<file path="src/rtl/cpc_bus_pkg.sv">
// rtl/cpc_bus_pkg.sv - shared types and constants for the CPC expansion bus initiator
package cpc_bus_pkg;

    typedef enum logic [1:0] {
        OP_MEMRD = 2'd0,
        OP_MEMWR = 2'd1,
        OP_IORD  = 2'd2,
        OP_IOWR  = 2'd3
    } cpc_op_e;

    typedef enum logic [2:0] {
        ST_IDLE = 3'd0,
        ST_T1   = 3'd1,
        ST_T2   = 3'd2,
        ST_TWA  = 3'd3,
        ST_TW   = 3'd4,
        ST_T3   = 3'd5
    } cpc_state_e;

    // RAM expansion banking port: I/O write with A15=0, data D7:6 = 11
    localparam logic [15:0] RAM_CFG_IO_ADDR = 16'h7F00;
    localparam logic [1:0]  RAM_CFG_PREFIX  = 2'b11;

    localparam logic [15:0] MEM_WIN0_BASE = 16'h0000;
    localparam logic [15:0] MEM_WIN1_BASE = 16'h4000;
    localparam logic [15:0] MEM_WIN2_BASE = 16'h8000;
    localparam logic [15:0] MEM_WIN3_BASE = 16'hC000;

    function automatic logic op_is_io(input cpc_op_e op);
        return op[1];
    endfunction

    function automatic logic op_is_write(input cpc_op_e op);
        return op[0];
    endfunction

endpackage

</file>
<file path="src/rtl/cpc_bus_wait_timer.sv">
// rtl/cpc_bus_wait_timer.sv - READY-low cycle counter with clear, enable and expiry
module cpc_bus_wait_timer #(
    parameter int MAX_WAIT = 255,
    parameter int WAIT_W   = 8
) (
    input  logic clk_i,
    input  logic rst_ni,
    input  logic clear_i,
    input  logic enable_i,
    output logic expire_o
);

    localparam logic [WAIT_W-1:0] LAST = WAIT_W'(MAX_WAIT - 1);

    logic [WAIT_W-1:0] count_q;

    // Expires on the enabled cycle that would bring the count to MAX_WAIT
    assign expire_o = enable_i && (count_q == LAST);

    always_ff @(posedge clk_i or negedge rst_ni) begin
        if (!rst_ni) begin
            count_q <= '0;
        end else if (clear_i) begin
            count_q <= '0;
        end else if (enable_i) begin
            count_q <= count_q + 1'b1;
        end
    end

endmodule

</file>
<file path="src/rtl/cpc_bus_initiator.sv">
// rtl/cpc_bus_initiator.sv - Z80-style memory/I/O cycle initiator for the CPC expansion connector
module cpc_bus_initiator
    import cpc_bus_pkg::*;
#(
    parameter int IO_AUTO_WAIT = 1,
    parameter int MAX_WAIT     = 255,
    parameter int WAIT_W       = 8
) (
    input  logic        CLK,
    input  logic        RESET_B,
    input  logic        cmd_valid,
    output logic        cmd_ready,
    input  logic [1:0]  cmd_op,
    input  logic [15:0] cmd_addr,
    input  logic [7:0]  cmd_wdata,
    output logic        rsp_valid,
    output logic [7:0]  rsp_rdata,
    output logic        rsp_ramdis,
    output logic        rsp_timeout,
    output logic [15:0] A,
    input  logic [7:0]  D_in,
    output logic [7:0]  D_out,
    output logic        D_oe,
    output logic        MREQ_B,
    output logic        IOREQ_B,
    output logic        RD_B,
    output logic        WR_B,
    output logic        M1_B,
    output logic        RFSH_B,
    input  logic        READY,
    input  logic        RAMDIS
);

    localparam logic [1:0] AW_LAST = 2'(IO_AUTO_WAIT);

    cpc_state_e  state_q, state_d;
    cpc_op_e     op_q;
    logic [1:0]  aw_q, aw_d;
    logic        accept, done, abort;
    logic        tmr_clr, tmr_en, tmr_expire;
    logic        bus_on_d;

    logic        cmd_ready_q, rsp_valid_q, rsp_ramdis_q, rsp_timeout_q;
    logic [7:0]  rsp_rdata_q, d_out_q;
    logic [15:0] a_q;
    logic        d_oe_q, mreq_b_q, iorq_b_q, rd_b_q, wr_b_q;

    cpc_bus_wait_timer #(
        .MAX_WAIT (MAX_WAIT),
        .WAIT_W   (WAIT_W)
    ) u_wait_timer (
        .clk_i    (CLK),
        .rst_ni   (RESET_B),
        .clear_i  (tmr_clr),
        .enable_i (tmr_en),
        .expire_o (tmr_expire)
    );

    always_comb begin
        state_d = state_q;
        aw_d    = aw_q;
        accept  = 1'b0;
        done    = 1'b0;
        abort   = 1'b0;
        tmr_clr = 1'b0;
        tmr_en  = 1'b0;
        unique case (state_q)
            ST_IDLE: begin
                if (cmd_valid && cmd_ready_q) begin
                    accept  = 1'b1;
                    state_d = ST_T1;
                end
            end
            ST_T1: begin
                tmr_clr = 1'b1;
                aw_d    = '0;
                state_d = ST_T2;
            end
            ST_T2: begin
                if (op_is_io(op_q) && (IO_AUTO_WAIT != 0)) begin
                    aw_d    = 2'd1;
                    state_d = ST_TWA;
                end else begin
                    state_d = READY ? ST_T3 : ST_TW;
                end
            end
            ST_TWA: begin
                if (aw_q == AW_LAST) begin
                    state_d = READY ? ST_T3 : ST_TW;
                end else begin
                    aw_d = aw_q + 2'd1;
                end
            end
            ST_TW: begin
                if (READY) begin
                    state_d = ST_T3;
                end else begin
                    tmr_en = 1'b1;
                    if (tmr_expire) begin
                        abort   = 1'b1;
                        state_d = ST_IDLE;
                    end
                end
            end
            ST_T3: begin
                done    = 1'b1;
                state_d = ST_IDLE;
            end
            default: state_d = ST_IDLE;
        endcase
    end

    // Outputs are registered from the next state so they line up with the state they describe
    assign bus_on_d = (state_d == ST_T2) || (state_d == ST_TWA) ||
                      (state_d == ST_TW) || (state_d == ST_T3);

    always_ff @(posedge CLK or negedge RESET_B) begin
        if (!RESET_B) begin
            state_q       <= ST_IDLE;
            op_q          <= OP_MEMRD;
            aw_q          <= '0;
            cmd_ready_q   <= 1'b0;
            rsp_valid_q   <= 1'b0;
            rsp_rdata_q   <= '0;
            rsp_ramdis_q  <= 1'b0;
            rsp_timeout_q <= 1'b0;
            a_q           <= '0;
            d_out_q       <= '0;
            d_oe_q        <= 1'b0;
            mreq_b_q      <= 1'b1;
            iorq_b_q      <= 1'b1;
            rd_b_q        <= 1'b1;
            wr_b_q        <= 1'b1;
        end else begin
            state_q     <= state_d;
            aw_q        <= aw_d;
            cmd_ready_q <= (state_d == ST_IDLE);
            rsp_valid_q <= done || abort;
            mreq_b_q    <= !(bus_on_d && !op_is_io(op_q));
            iorq_b_q    <= !(bus_on_d &&  op_is_io(op_q));
            rd_b_q      <= !(bus_on_d && !op_is_write(op_q));
            wr_b_q      <= !(bus_on_d &&  op_is_write(op_q));
            if (accept) begin
                op_q    <= cpc_op_e'(cmd_op);
                a_q     <= cmd_addr;
                d_out_q <= op_is_write(cpc_op_e'(cmd_op)) ? cmd_wdata : 8'h00;
                d_oe_q  <= op_is_write(cpc_op_e'(cmd_op));
            end
            if (done || abort) begin
                d_oe_q <= 1'b0;
            end
            if (done) begin
                rsp_rdata_q   <= op_is_write(op_q) ? 8'h00 : D_in;
                rsp_ramdis_q  <= op_is_io(op_q) ? 1'b0 : RAMDIS;
                rsp_timeout_q <= 1'b0;
            end else if (abort) begin
                rsp_rdata_q   <= 8'h00;
                rsp_ramdis_q  <= 1'b0;
                rsp_timeout_q <= 1'b1;
            end
        end
    end

    assign cmd_ready   = cmd_ready_q;
    assign rsp_valid   = rsp_valid_q;
    assign rsp_rdata   = rsp_rdata_q;
    assign rsp_ramdis  = rsp_ramdis_q;
    assign rsp_timeout = rsp_timeout_q;
    assign A           = a_q;
    assign D_out       = d_out_q;
    assign D_oe        = d_oe_q;
    assign MREQ_B      = mreq_b_q;
    assign IOREQ_B     = iorq_b_q;
    assign RD_B        = rd_b_q;
    assign WR_B        = wr_b_q;
    assign M1_B        = 1'b1;
    assign RFSH_B      = 1'b1;

endmodule

</file>
<file path="config.mk">
export PLATFORM = sky130hd
export DESIGN_NAME = cpc_bus_initiator
export DESIGN_NICKNAME = d
export VERILOG_FILES = /design/src/rtl/cpc_bus_pkg.sv /design/src/rtl/cpc_bus_wait_timer.sv /design/src/rtl/cpc_bus_initiator.sv
export SDC_FILE = /design/constraint.sdc
export NUM_CORES = 1
export LEC_CHECK = 0
export BUFFER_PORTS_ARGS = -buffer_cell sky130_fd_sc_hd__buf_4
export CORE_ASPECT_RATIO = 1.25
export CORE_MARGIN = 3
export CORE_UTILIZATION = 52
export CTS_BUF_LIST = sky130_fd_sc_hd__clkbuf_2 sky130_fd_sc_hd__clkbuf_4 sky130_fd_sc_hd__clkbuf_8
export DETAILED_ROUTE_END_ITERATION = 8
export PLACE_DENSITY = 0.82
export RECOVER_POWER = 25
export SYNTH_ARGS = -nofsm -noshare
export SYNTH_HDL_FRONTEND = slang
export SYNTH_SLANG_ARGS = --single-unit
export TNS_END_PERCENT = 30
</file>
<file path="constraint.sdc">
create_clock -name CLK -period 1.7 [get_ports CLK]
set_input_delay 0 -clock CLK [delete_from_list [all_inputs] [get_ports CLK]]
set_output_delay 0 -clock CLK [all_outputs]
set_load 0.1 [all_outputs]
</file>
==> results.yml, run 1 <==
outcome:
  status: "finished clean"
cts:
  cts_hold_buf: 35
  htreeDepth: 2
  cts_resized: 0
  insertion_delay_ns: 0.31
  cts_tree: "built"
  clk_path_buf_depth: 2
  cts-root-buf: "clkbuf_8"
  post_cts_buffers: 0
  cts_buffers: 5
  path_clk_slew_ns: 0.10
  numClockSinks: 56
timing:
  layout_setup_ws_ns: 0.122
  slew_headroom: 0.134
  tightest_slew_ns: 1.30
  fin_crit_ns: 1.58
  hold_viol: 0
  rsz0062_at_grt: "no"
  max_freq_ghz: 0.634
  finalSetupTns_ns: 0
  setup-violations-final: 0
  period_share: 0.928
  maxSlewViolCount: 0
  hold_slack_ns: 0.0658
  clock_skew_ns: 0.00816
die:
  die_height_um: 82.2
  rows: 27
  initial_core_util: 0.542
  die_w_um: 67.0
  dieArea_sq_um: 5500
  core-area_sq_um: 4460
  boundaryPins: 82
drt:
  vias: 2223
  wl_per_cell_um: 16.5
  drc: 0
  dr.pass1.iters: 4
  wirelength_mm: 6.91
  drtIter0Drc: 126
  ant_nets: 0
  avgViaCountPerCell: 5.32
worst_setup_path:
  cp-end-kind: "flop"
  worst_r2r_path_depth: 6
  path_max_fanout: 11
  worst_setup_path_start_kind: "flop"
  path_cells: "inv_1 -> ha_1 -> nand4b_1 -> o21bai_2 -> nand2_2 -> a22o_1"
  slowest_delay_ns: 0.44
  arrival_ns: 1.77
  worst_path_max_delay_cell: "dfrtp_1"
  worstPathRequired_ns: 1.89
  cpLargestDelayFamily: "compound AO/OA/AOI/OAI gates"
  criticalPathCategory: "reg2reg"
  cp_num_cells: 6
  path_buf_inv: 1
final_layout:
  area_growth_pct: 45.6
  antenna_cells: 0
  fin_nets: 401
  drive_gt1_frac: 0.306
  fin_util: 0.788
flow_run:
  drv_cap: 0
synthesis:
  ys_ff_latch: 56
  synthCells: 241
  syn_area_sq_um: 2410
  synth_cell_type_count: 43
  ys.flop_type: "dfrtp_1"
  avgSynthCellArea_sq_um: 10.0
  ys_seq_area_frac: 0.582
  synth_edf_count: 0
  yosys_warnings: 0
  ys_async_sr_fraction: 1.00
grt:
  antenna_found_initial: 0
  grt_start_max_net_pins: 57
  track_usage: 0.268
  grt_pass1_wl_mm: 11.0
  grt_overflow: 0
  grt_pass1_vias: 2300
placement:
  numPortBuffers: 79
  dp_slack_ns: 0.184
  dp_hpwl_mm: 3.91
  gp_routability_congestion: 0.878
hold_path:
  hold_path_class: "in2reg"
  whs_path_depth: 2
==> area by class of cell <==
class                   instances  area, sq um
repair buffers                122         1010
inverters                       6         22.5
clock buffers                   7         83.8
well taps                      58         72.6
fillers                       278          943
clock inverters                 1         8.76
multi-input cells             168          907
flip-flops and latches         56         1410
==> layer usage <==
metal,share of wire,up-vias,GRT usage,wire length (um)
met3,0.066,18,0.0650,459
met5,0,-,0,0
li1,-,1023,-,-
met4,0.026,0,0.0892,177
met1,0.39,1083,0.329,2690
met2,0.52,99,0.462,3580
==> cells in the mapped netlist, types with 2 or more instances <==
cell type / number / share of area
nor3_2: 2 / 0.0083
o21ai_0: 4 / 0.0083
ha_1: 3 / 0.016
nand2b_1: 5 / 0.013
a22o_1: 8 / 0.029
buf_6: 3 / 0.014
dfstp_2: 4 / 0.044
nor2_1: 9 / 0.014
inv_1: 5 / 0.0078
buf_4: 2 / 0.0062
dfrtp_1: 52 / 0.54
o22ai_1: 3 / 0.0078
a21oi_1: 5 / 0.010
nor3_1: 5 / 0.010
xnor2_1: 5 / 0.018
nand3_1: 11 / 0.023
buf_2: 6 / 0.012
nand2_1: 84 / 0.13
==> through the flow <==
stage               cell area (sq um)  instances
global placement                 3080        375
detailed placement               3080        375
floorplan                        2420        242
CTS                              3520        418
finish                           3520        418
global route                     3520        418
==> cell usage in the layout (no fill, tap or decap), types with 2 or more instances in the layout <==
cell type       n
a21oi_1         5
a22o_1          8
buf_4          85
clkbuf_4        2
clkbuf_8        5
conb_1          2
dfrtp_1        51
dfstp_2         4
dlygate4sd3_1  35
ha_1            3
inv_1           5
nand2_1        84
nand2b_1        5
nand3_1        11
nor2_1          9
nor3_1          5
nor3_2          2
o21ai_0         4
o22ai_1         3
xnor2_1         5
==> sequential cells by signal, summed over array words and instances (netlist names) <==
name	cells
op_q	2
rsp_ramdis	1
D_out	8
MREQ_B	1
aw_q	2
WR_B	1
RD_B	1
state_q	3
cmd_ready	1
A	16
rsp_valid	1
rsp_rdata	8
rsp_timeout	1
D_oe	1
u_wait_timer.count_q	8
IOREQ_B	1
==> path summary, 6_finish.rpt <==
check,from,to,slack [ns]
worst min-delay path,READY,state_q[0],0.07
max in group asynchronous,RESET_B,cmd_ready,0.32
worst max register to register,u_wait_timer.count_q[0],rsp_rdata[6],0.12
worst min register to register,op_q[0],WR_B,0.48
worst max-delay path,u_wait_timer.count_q[0],rsp_rdata[6],0.12
min in group asynchronous,RESET_B,u_wait_timer.count_q[2],0.51
==> kinds of logic after synthesis <==
| family | synth area share |
|---|---|
| other | 0.00155 |
| and+or+nand+nor | 0.258 |
| DFF | 0.582 |
| adders and majority gates | 0.0155 |
| buffers and inverters | 0.0435 |
| xor gates and xnor gates | 0.0181 |
| AOI/OAI and AO/OA | 0.0808 |
==> worst reg2reg max path, cell delays in order (launching register included) <==
cell	delay, ns
dfrtp_1	0.44
inv_1	0.08
ha_1	0.13
nand4b_1	0.12
o21bai_2	0.19
nand2_2	0.18
a22o_1	0.32
Power of run 1 is not shown: default switching activity piles up to over one toggle a cycle in this logic, so the estimate is an artifact.
==> run 2, diff against run 1 <==
--- a/config.mk
+++ b/config.mk
@@ -15,5 +15,6 @@
 export RECOVER_POWER = 25
 export SYNTH_ARGS = -nofsm -noshare
 export SYNTH_HDL_FRONTEND = slang
+export SYNTH_HIERARCHICAL = 1
 export SYNTH_SLANG_ARGS = --single-unit
 export TNS_END_PERCENT = 30
==> run 2 against run 1 <==
Against the previous run:
- the run now ends with negative setup slack left
- non-clock buffer count increased by 11
- highest routed layer unchanged
- critical path type unchanged
- register-to-register slack got worse by 0.27 ns
- wire length increased by 7.9%
==> results.yml, run 2 <==
synthesis:
  synthCells: 196
  yosys_warnings: 6
  netlist_top_cells_count: "dfrtp_1 (52), o21ai_0 (24), nand2_1 (12)"
  synth_edf_count: 0
  ys_seq_area_frac: 0.581
  syn_area_sq_um: 2420
  yosysMostFrequentCell: "dfrtp_1"
  avgSynthCellArea_sq_um: 12.4
  synthTopCellsByArea: "dfrtp_1 (54%), mux2_4 (6.2%), o21ai_0 (5.0%)"
  synth_top_area_frac: 0.537
  ys_async_sr_fraction: 1.00
  synth_top_area_cell: "dfrtp_1"
  ys_ff_latch: 56
  ys.flop_type: "dfrtp_1"
  synth_cell_type_count: 46
placement:
  place_area_sq_um: 3100
  gp_routability_congestion: 0.802
  dp_hpwl_mm: 3.68
  numPortBuffers: 79
worst_setup_path:
  arrival_ns: 2.04
  rr_startpoint: "state_q[1]"
  cp-end-kind: "flop"
  path_max_fanout: 6
  r2r_setup_slack_ns: -0.15
  criticalPathCategory: "reg2reg"
  worst_r2r_path_depth: 7
  worstPathRequired_ns: 1.89
  worst_setup_path_start_kind: "flop"
  rr_endpoint: "state_q[2]"
timing:
  setup-violations-final: 15
  layout_setup_ws_ns: -0.149
  hold_viol: 0
  max_freq_ghz: 0.541
  fin_crit_ns: 1.85
  period_share: 1.09
  clock_skew_ns: 0.0304
  rsz0062_at_grt: "yes"
  slew_headroom: 0.0963
  tightest_slew_ns: 1.36
  maxSlewViolCount: 0
grt:
  track_usage: 0.268
  grt_overflow: 0
  grt_start_max_net_pins: 57
  grt_pass1_wl_mm: 10.7
  grt_pass1_vias: 2141
  antenna_found_initial: 0
cts:
  cts_tree: "built"
  cts-root-buf: "clkbuf_8"
  path_clk_slew_ns: 0.09
  htreeDepth: 2
  insertion_delay_ns: 0.34
  cts_buffers: 5
  numClockSinks: 56
  clk_path_buf_depth: 2
die:
  dieArea_sq_um: 5520
  die_w_um: 67.0
  die_height_um: 82.3
  boundaryPins: 82
  rows: 27
  core-area_sq_um: 4460
  initial_core_util: 0.543
final_layout:
  fin_nets: 369
  seqCellArea_sq_um: 1410
  drive_gt1_frac: 0.399
  mostFrequentLayoutCell: "buf_4"
  area_growth_pct: 51.9
  layout_common_cells: "buf_4 (89), dfrtp_1 (51), dlygate4sd3_1 (43)"
  finish.instance_area_sq_um: 3680
  largest_reg_flops: 16
  fillCellCount: 244
  multiInputGateArea_sq_um: 986
hold_path:
  hp-start: "READY"
  hold_path_end: "state_q[0]"
  whs_path_depth: 3
  hold_path_class: "in2reg"
outcome:
  violations: "negative setup slack"
  status: "complete, but fails checks"
drt:
  dr.pass1.iters: 4
  wl_per_cell_um: 19.2
  wirelength_mm: 7.46
  drc: 0
  vias: 2134
  drtIter0Drc: 153
  avgViaCountPerCell: 5.50
  ant_nets: 0
flow_run:
  drv_cap: 0
==> run 2: changes by cell type after synthesis, moves of 4 or more <==
| cell | change |
|---|---|
| mux2_2 | +5 |
| mux2_4 | +10 |
| nand2_1 | -72 |
| nand2b_1 | -4 |
| nand3_1 | -8 |
| o21ai_0 | +20 |
| xnor2_1 | -4 |
==> run 2: area by class of cell <==
type                    instances  area share
diodes                          2     0.00136
clock buffers                   6      0.0207
clock inverters                 2     0.00442
inverters                       3     0.00306
multi-input cells             128       0.268
flip-flops and latches         56       0.383
well taps                      58      0.0197
repair buffers                133       0.300
==> run 2: how the worst max path moves through the flow <==
stage | cells past startpoint | slack, ns | start | endpoint
floorplan | 9 | -0.25 | state_q[2] | state_q[2]
global placement | 8 | -0.02 | state_q[1] | rsp_rdata[3]
detailed placement | 8 | -0.1 | state_q[1] | rsp_rdata[2]
CTS | 8 | 0.009 | state_q[1] | rsp_rdata[2]
global route | 7 | -0.24 | state_q[1] | state_q[2]
finish | 7 | -0.15 | state_q[1] | state_q[2]
==> run 2: repair_timing <==
action                                  in CTS  in global routing
buffers inserted                             0                  1
cloned                                       0                  1
hold buffers                                43                  0
pin swaps                                    0                  5
hold endpoints to repair                    86                  0
gates resized for setup                      2                  9
endpoints found under the setup margin      12                 28
==> run 2: cell families after synthesis <==
kind of cell | count (synthesis) | synth area share
adder cells (fa/ha/maj) | 3 | 0.0155
XOR/XNOR | 4 | 0.0145
buffers and inverters | 14 | 0.0357
AND/OR/NAND/NOR | 51 | 0.125
multiplexers | 19 | 0.103
AO/OA/AOI/OAI | 48 | 0.124
other | 1 | 0.00155
flip-flops | 56 | 0.581
==> run 2: worst max-delay path: stages (launching register included) <==
cell and delay [ns]:
dfrtp_1 0.41, nor2b_4 0.14, nor3b_4 0.22, nand4_1 0.13, nor2_1 0.17, nor2b_4 0.17, and3b_2 0.26, or2_1 0.23
==> run 2: routing by layer <==
metal | wire length (um) | global-route usage | share of wire | vias to the layer above
li1 | - | - | - | 950
met1 | 2770 | 0.296 | 0.37 | 1049
met2 | 4030 | 0.462 | 0.54 | 104
met3 | 365 | 0.0595 | 0.049 | 31
met4 | 290 | 0.168 | 0.039 | 0
met5 | 0 | 0 | 0 | -
==> run 2: stage by stage <==
stage | instances | setup slack, ns | setup TNS [ns] | utilization | hold WS, ns
floorplan | 197 | -0.253 | -2.34 | - | -0.296
global placement | 333 | -0.0159 | -0.122 | 0.694 | 0.0845
detailed placement | 333 | -0.0973 | -0.830 | 0.694 | 0.0884
CTS | 384 | 0.00930 | 0 | 0.815 | 0.00210
global route | 386 | -0.239 | -3.25 | 0.824 | 0.0741
finish | 388 | -0.149 | -1.22 | 0.825 | 0.0639
Power of run 2 is left out for the same reason.
